==> src/rtl/axi_rd_arbiter.sv <==
// Two-master AXI-Lite read arbiter (fetch = m0, LSU = m1) in front of one slave read port.
// One transaction in flight at a time; ties are broken round-robin.
module axi_rd_arbiter #(
    parameter int ADDR_W = 32,
    parameter int DATA_W = 32
) (
    input  logic              clk_i,
    input  logic              rst_i,
    input  logic              m0_ar_valid_i,
    input  logic [ADDR_W-1:0] m0_ar_addr_i,
    output logic              m0_ar_ready_o,
    output logic              m0_r_valid_o,
    output logic [DATA_W-1:0] m0_r_data_o,
    output logic [1:0]        m0_r_resp_o,
    input  logic              m0_r_ready_i,
    input  logic              m1_ar_valid_i,
    input  logic [ADDR_W-1:0] m1_ar_addr_i,
    output logic              m1_ar_ready_o,
    output logic              m1_r_valid_o,
    output logic [DATA_W-1:0] m1_r_data_o,
    output logic [1:0]        m1_r_resp_o,
    input  logic              m1_r_ready_i,
    output logic              s_ar_valid_o,
    output logic [ADDR_W-1:0] s_ar_addr_o,
    input  logic              s_ar_ready_i,
    input  logic              s_r_valid_i,
    input  logic [DATA_W-1:0] s_r_data_i,
    input  logic [1:0]        s_r_resp_i,
    output logic              s_r_ready_o
);

    typedef enum logic [2:0] {
        S_IDLE = 3'b001,
        S_ADDR = 3'b010,
        S_DATA = 3'b100
    } state_t;

    state_t            r_state;
    logic              r_grant;   // 0 = m0 owns the transaction, 1 = m1
    logic              r_last;    // master served most recently
    logic [ADDR_W-1:0] r_addr;

    logic w_idle, w_data, w_req, w_pick1, w_g0, w_g1;

    assign w_idle  = (r_state == S_IDLE);
    assign w_data  = (r_state == S_DATA);
    assign w_req   = m0_ar_valid_i | m1_ar_valid_i;
    // m1 wins when alone, or on a tie when m0 was served last
    assign w_pick1 = m1_ar_valid_i & (~m0_ar_valid_i | ~r_last);
    assign w_g0    = w_data & ~r_grant;
    assign w_g1    = w_data & r_grant;

    // A handshake during reset would be discarded, so never advertise one
    assign m0_ar_ready_o = w_idle & ~rst_i & m0_ar_valid_i & ~w_pick1;
    assign m1_ar_ready_o = w_idle & ~rst_i & w_pick1;

    assign s_ar_valid_o = (r_state == S_ADDR);
    assign s_ar_addr_o  = r_addr;

    assign s_r_ready_o  = (w_g0 & m0_r_ready_i) | (w_g1 & m1_r_ready_i);

    assign m0_r_valid_o = w_g0 & s_r_valid_i;
    assign m0_r_data_o  = w_g0 ? s_r_data_i : '0;
    assign m0_r_resp_o  = w_g0 ? s_r_resp_i : 2'b00;
    assign m1_r_valid_o = w_g1 & s_r_valid_i;
    assign m1_r_data_o  = w_g1 ? s_r_data_i : '0;
    assign m1_r_resp_o  = w_g1 ? s_r_resp_i : 2'b00;

    always_ff @(posedge clk_i) begin
        if (rst_i) begin
            r_state <= S_IDLE;
            r_grant <= 1'b0;
            r_last  <= 1'b1;
            r_addr  <= '0;
        end else begin
            case (r_state)
                S_IDLE: if (w_req) begin
                    r_grant <= w_pick1;
                    r_addr  <= w_pick1 ? m1_ar_addr_i : m0_ar_addr_i;
                    r_state <= S_ADDR;
                end
                S_ADDR: if (s_ar_ready_i) r_state <= S_DATA;
                S_DATA: if (s_r_valid_i && s_r_ready_o) begin
                    r_last  <= r_grant;
                    r_state <= S_IDLE;
                end
                default: r_state <= S_IDLE;
            endcase
        end
    end

endmodule

==> config.mk <==
export PLATFORM = sky130hd
export DESIGN_NAME = axi_rd_arbiter
export DESIGN_NICKNAME = d
export VERILOG_FILES = /design/src/rtl/axi_rd_arbiter.sv
export SDC_FILE = /design/constraint.sdc
export NUM_CORES = 1
export LEC_CHECK = 0
export BUFFER_PORTS_ARGS = -buffer_cell sky130_fd_sc_hd__buf_2
export CAP_MARGIN = 0
export CORE_MARGIN = 3
export CORE_UTILIZATION = 37
export CTS_CLUSTER_SIZE = 40
export DETAILED_ROUTE_END_ITERATION = 10
export GPL_TIMING_DRIVEN = 1
export PLACE_DENSITY = 0.81
export RECOVER_POWER = 25
export SLEW_MARGIN = 25
export SYNTH_ARGS = -nofsm -noshare
export SYNTH_HDL_FRONTEND = slang
export SYNTH_SLANG_ARGS = --single-unit
==> constraint.sdc <==
create_clock -name clk_i -period 2 [get_ports clk_i]
set_input_delay 0.1 -clock clk_i [delete_from_list [all_inputs] [get_ports clk_i]]
set_output_delay 0.1 -clock clk_i [all_outputs]
set_load 0.05 [all_outputs]
==> flow_summary.toml <==
[synth]
synth.distinct_cells = 35
synth_top_area_cell = "dfxtp_1"
ys_seq_area_share_pct = 33.2
syn_inst = 268
ys_top_cells_by_area = "dfxtp_1 (33%), a221oi_1 (13%), o32ai_1 (13%)"
ys_ff_latch = 37
syn_avg_cell_area_sq_um = 8.32
yosysWarnings = 0
syn-cell-area_sq_um = 2230
synth_nets = 374
synth_top_area_share_pct = 33.2

[hold_path]
min_from = "m1_r_ready_i"
holdPathStages = 3
hold-path-endpoint = "r_last$_SDFFE_PP1P_"
hold_class = "in -> reg"

[final_layout]
layout.nets = 570
diodes = 0
finalInstanceArea_sq_um = 3510
final_cell_mix = "buf_2 (152), dfxtp_1 (37), and3_1 (35), inv_1 (34), and2_1 (34)"
area_delta_synth_final_pct = 57.2
fin_util_pct = 61.8
final_common_cell = "buf_2"
drive_gt1_share_pct = 45.2

[worst_setup_path]
critPathTopFamily = "simple AND/OR/NAND/NOR gates"
cp_max_fo = 34
cp_cell_sequence = "or3b_4 > nor2_4 > buf_8 > and2_1 > clkbuf_4"
criticalPathCategory = "reg -> out"
r2r-start = "r_state[1]$_SDFFE_PP0P_"
critPathMaxStageDelay_ps = 460
critPathCaptureType = "output port"
cp.arrival_ps = 1830
cp-start-kind = "flip-flop"
reg2reg_slack_ps = 450
worst-path-buf-inv = 2
reg2reg_to = "r_state[2]$_SDFFE_PP0P_"
cp.required_ps = 1900
rr_worst_depth = 3
crit_slowest_cell = "or3b_4"

[floorplan]
die_y_um = 83.7
core_sq_um = 5680
die_area_sq_um = 7000
start_util_pct = 39.3
rows = 27
ioPinCount = 212
die_x_um = 83.7

[clock_tree]
clk_latency_ps = 280
path_clk_slew_ps = 80
clock_sinks = 37
cts_tree = "done"
cts_buffer_depth = 2
cts_root_buf = "clkbuf_8"
cts_hold_buf = 0
numCtsBuffers = 5
htree_levels = 2

[placed_design]
routabilityCongestion = 0.797
place_area_sq_um = 3360
preCtsSetupSlack_ps = 247
port-buffer-count = 211
hpwl_mm = 6.25

[sta]
finalHoldViolCount = 0
finClkSkew_ps = 7.26
maxSlewHeadroom_pct = 52.9
hold_slack_ps = 108
post-route-min-period_ps = 1930
worstMarginPinSlew_ps = 706
finalSetupViolations = 0
fmax_mhz = 518
setup_slack_ps = 68.8
slew_violations = 0
period_share_pct = 96.6

[detailed_routing]
wl_per_cell_um = 15.4
drt-pass1-iter-count = 4
first_iter_violations = 167
detail-route-antenna-nets = 0
drc = 0
routed-via-count = 2869
via_per_inst = 5.34
drt_wl_total_mm = 8.30

[grt]
grt_max_degree = 40
gr-total-overflow = 0
grt_usage_pct = 22.0
grt_pass1_vias = 2676
antenna_found_initial = 0
grt_pass1_wl_mm = 13.1

[power_and_ir_drop]
power_mw = 2.69
ir_drop_mv = 0.679
leakage_nw = 1.85
power.density_nw_per_um2 = 766

[status]
status = "finished clean"

[run]
maxCapViolations = 0
-- where the power goes --
group | internal [mW] | switching [mW]
clock | 0.374 | 0.264
sequential | 0.862 | 0.0732
combinational | 0.310 | 0.801
-- how the worst max path moves through the flow --
| stage | from | to | slack (ps) | depth (start not counted) |
|---|---|---|---|---|
| 2_1_floorplan | r_state[2]$_SDFFE_PP0P_ | m0_ar_ready_o | 30 | 3 |
| 3_3_place_gp | r_state[1]$_SDFFE_PP0P_ | m0_r_data_o[7] | 310 | 5 |
| 3_5_place_dp | r_state[1]$_SDFFE_PP0P_ | m0_r_data_o[21] | 250 | 5 |
| 4_1_cts | r_state[1]$_SDFFE_PP0P_ | m0_r_data_o[5] | 0.5 | 5 |
| 5_1_grt | r_state[1]$_SDFFE_PP0P_ | m0_r_data_o[29] | -30 | 5 |
| 6_report | r_state[1]$_SDFFE_PP0P_ | m0_r_data_o[29] | 70 | 5 |
-- sequential cells by signal (all words and copies together), names as in the netlist --
| signal | count |
|---|---|
| r_grant | 1 |
| s_ar_addr_o | 32 |
| r_last | 1 |
| r_state | 3 |
-- layer usage --
metal	wire [um]	vias up	part of all wire, %	GRT usage, %
met5	0	-	0	0
met4	157	0	1.9	5.70
met3	570	14	6.9	5.73
met2	4440	114	54	38.6
met1	3130	1348	38	26.5
li1	-	1393	-	-
-- area by class of cell --
class / count / area [sq um]
sequential: 37 / 741
tap: 72 / 90.1
multi-input combinational: 164 / 1250
fill: 539 / 2170
clock buffer: 6 / 72.6
timing repair buffer: 221 / 1180
inverter: 35 / 131
clock inverter: 2 / 38.8
-- worst min-delay path, delay by kind of cell --
family | cells | cell delay (ps)
buffers and inverters | 1 | 90
and+or+nand+nor | 2 | 160
-- repair_timing --
action                                  in CTS  in global routing
resized for setup                           13                 17
setup buffers                                0                  0
endpoints found under the setup margin      34                 34
-- synth_stat cells --
library cell   n
nor3_1         5
mux2i_1        1
or4b_1         1
a21oi_1        1
or3b_2         1
a221oi_1      32
o31ai_1        1
clkinv_1       1
nor3b_2        1
o32ai_1       32
and3_1        35
inv_1         34
nor3b_4        1
a31o_2         1
nor2b_1        1
a21o_1         1
nand2b_1       1
nand4_1        1
o21ai_2        1
o21ai_0        3
nor4_1         1
a21bo_2        1
nand3b_1       1
a2111oi_2      1
o22a_1         1
or2_2          1
buf_2          3
clkbuf_1      28
or3b_1         1
clkbuf_2       1
nor2_4         1
dfxtp_1       37
and2_1        34
or2b_1         1
nor2_1         1
-- stage by stage --
step                      TNS [ps]  cells
after floorplan                  0    268
after global placement           0    529
after detailed placement         0    529
after CTS                        0    537
after global routing         -69.8    537
final                            0    537
-- logic make-up after synthesis --
| kind of cell | count (synthesis) | share of synthesized area, % |
|---|---|---|
| AO/OA/AOI/OAI | 75 | 29.0 |
| buffers and inverters | 67 | 11.5 |
| flip-flops | 37 | 33.2 |
| multiplexers | 1 | 0.449 |
| AND/OR/NAND/NOR | 88 | 25.9 |
No activity file was read; power rests on OpenSTA's default activity.
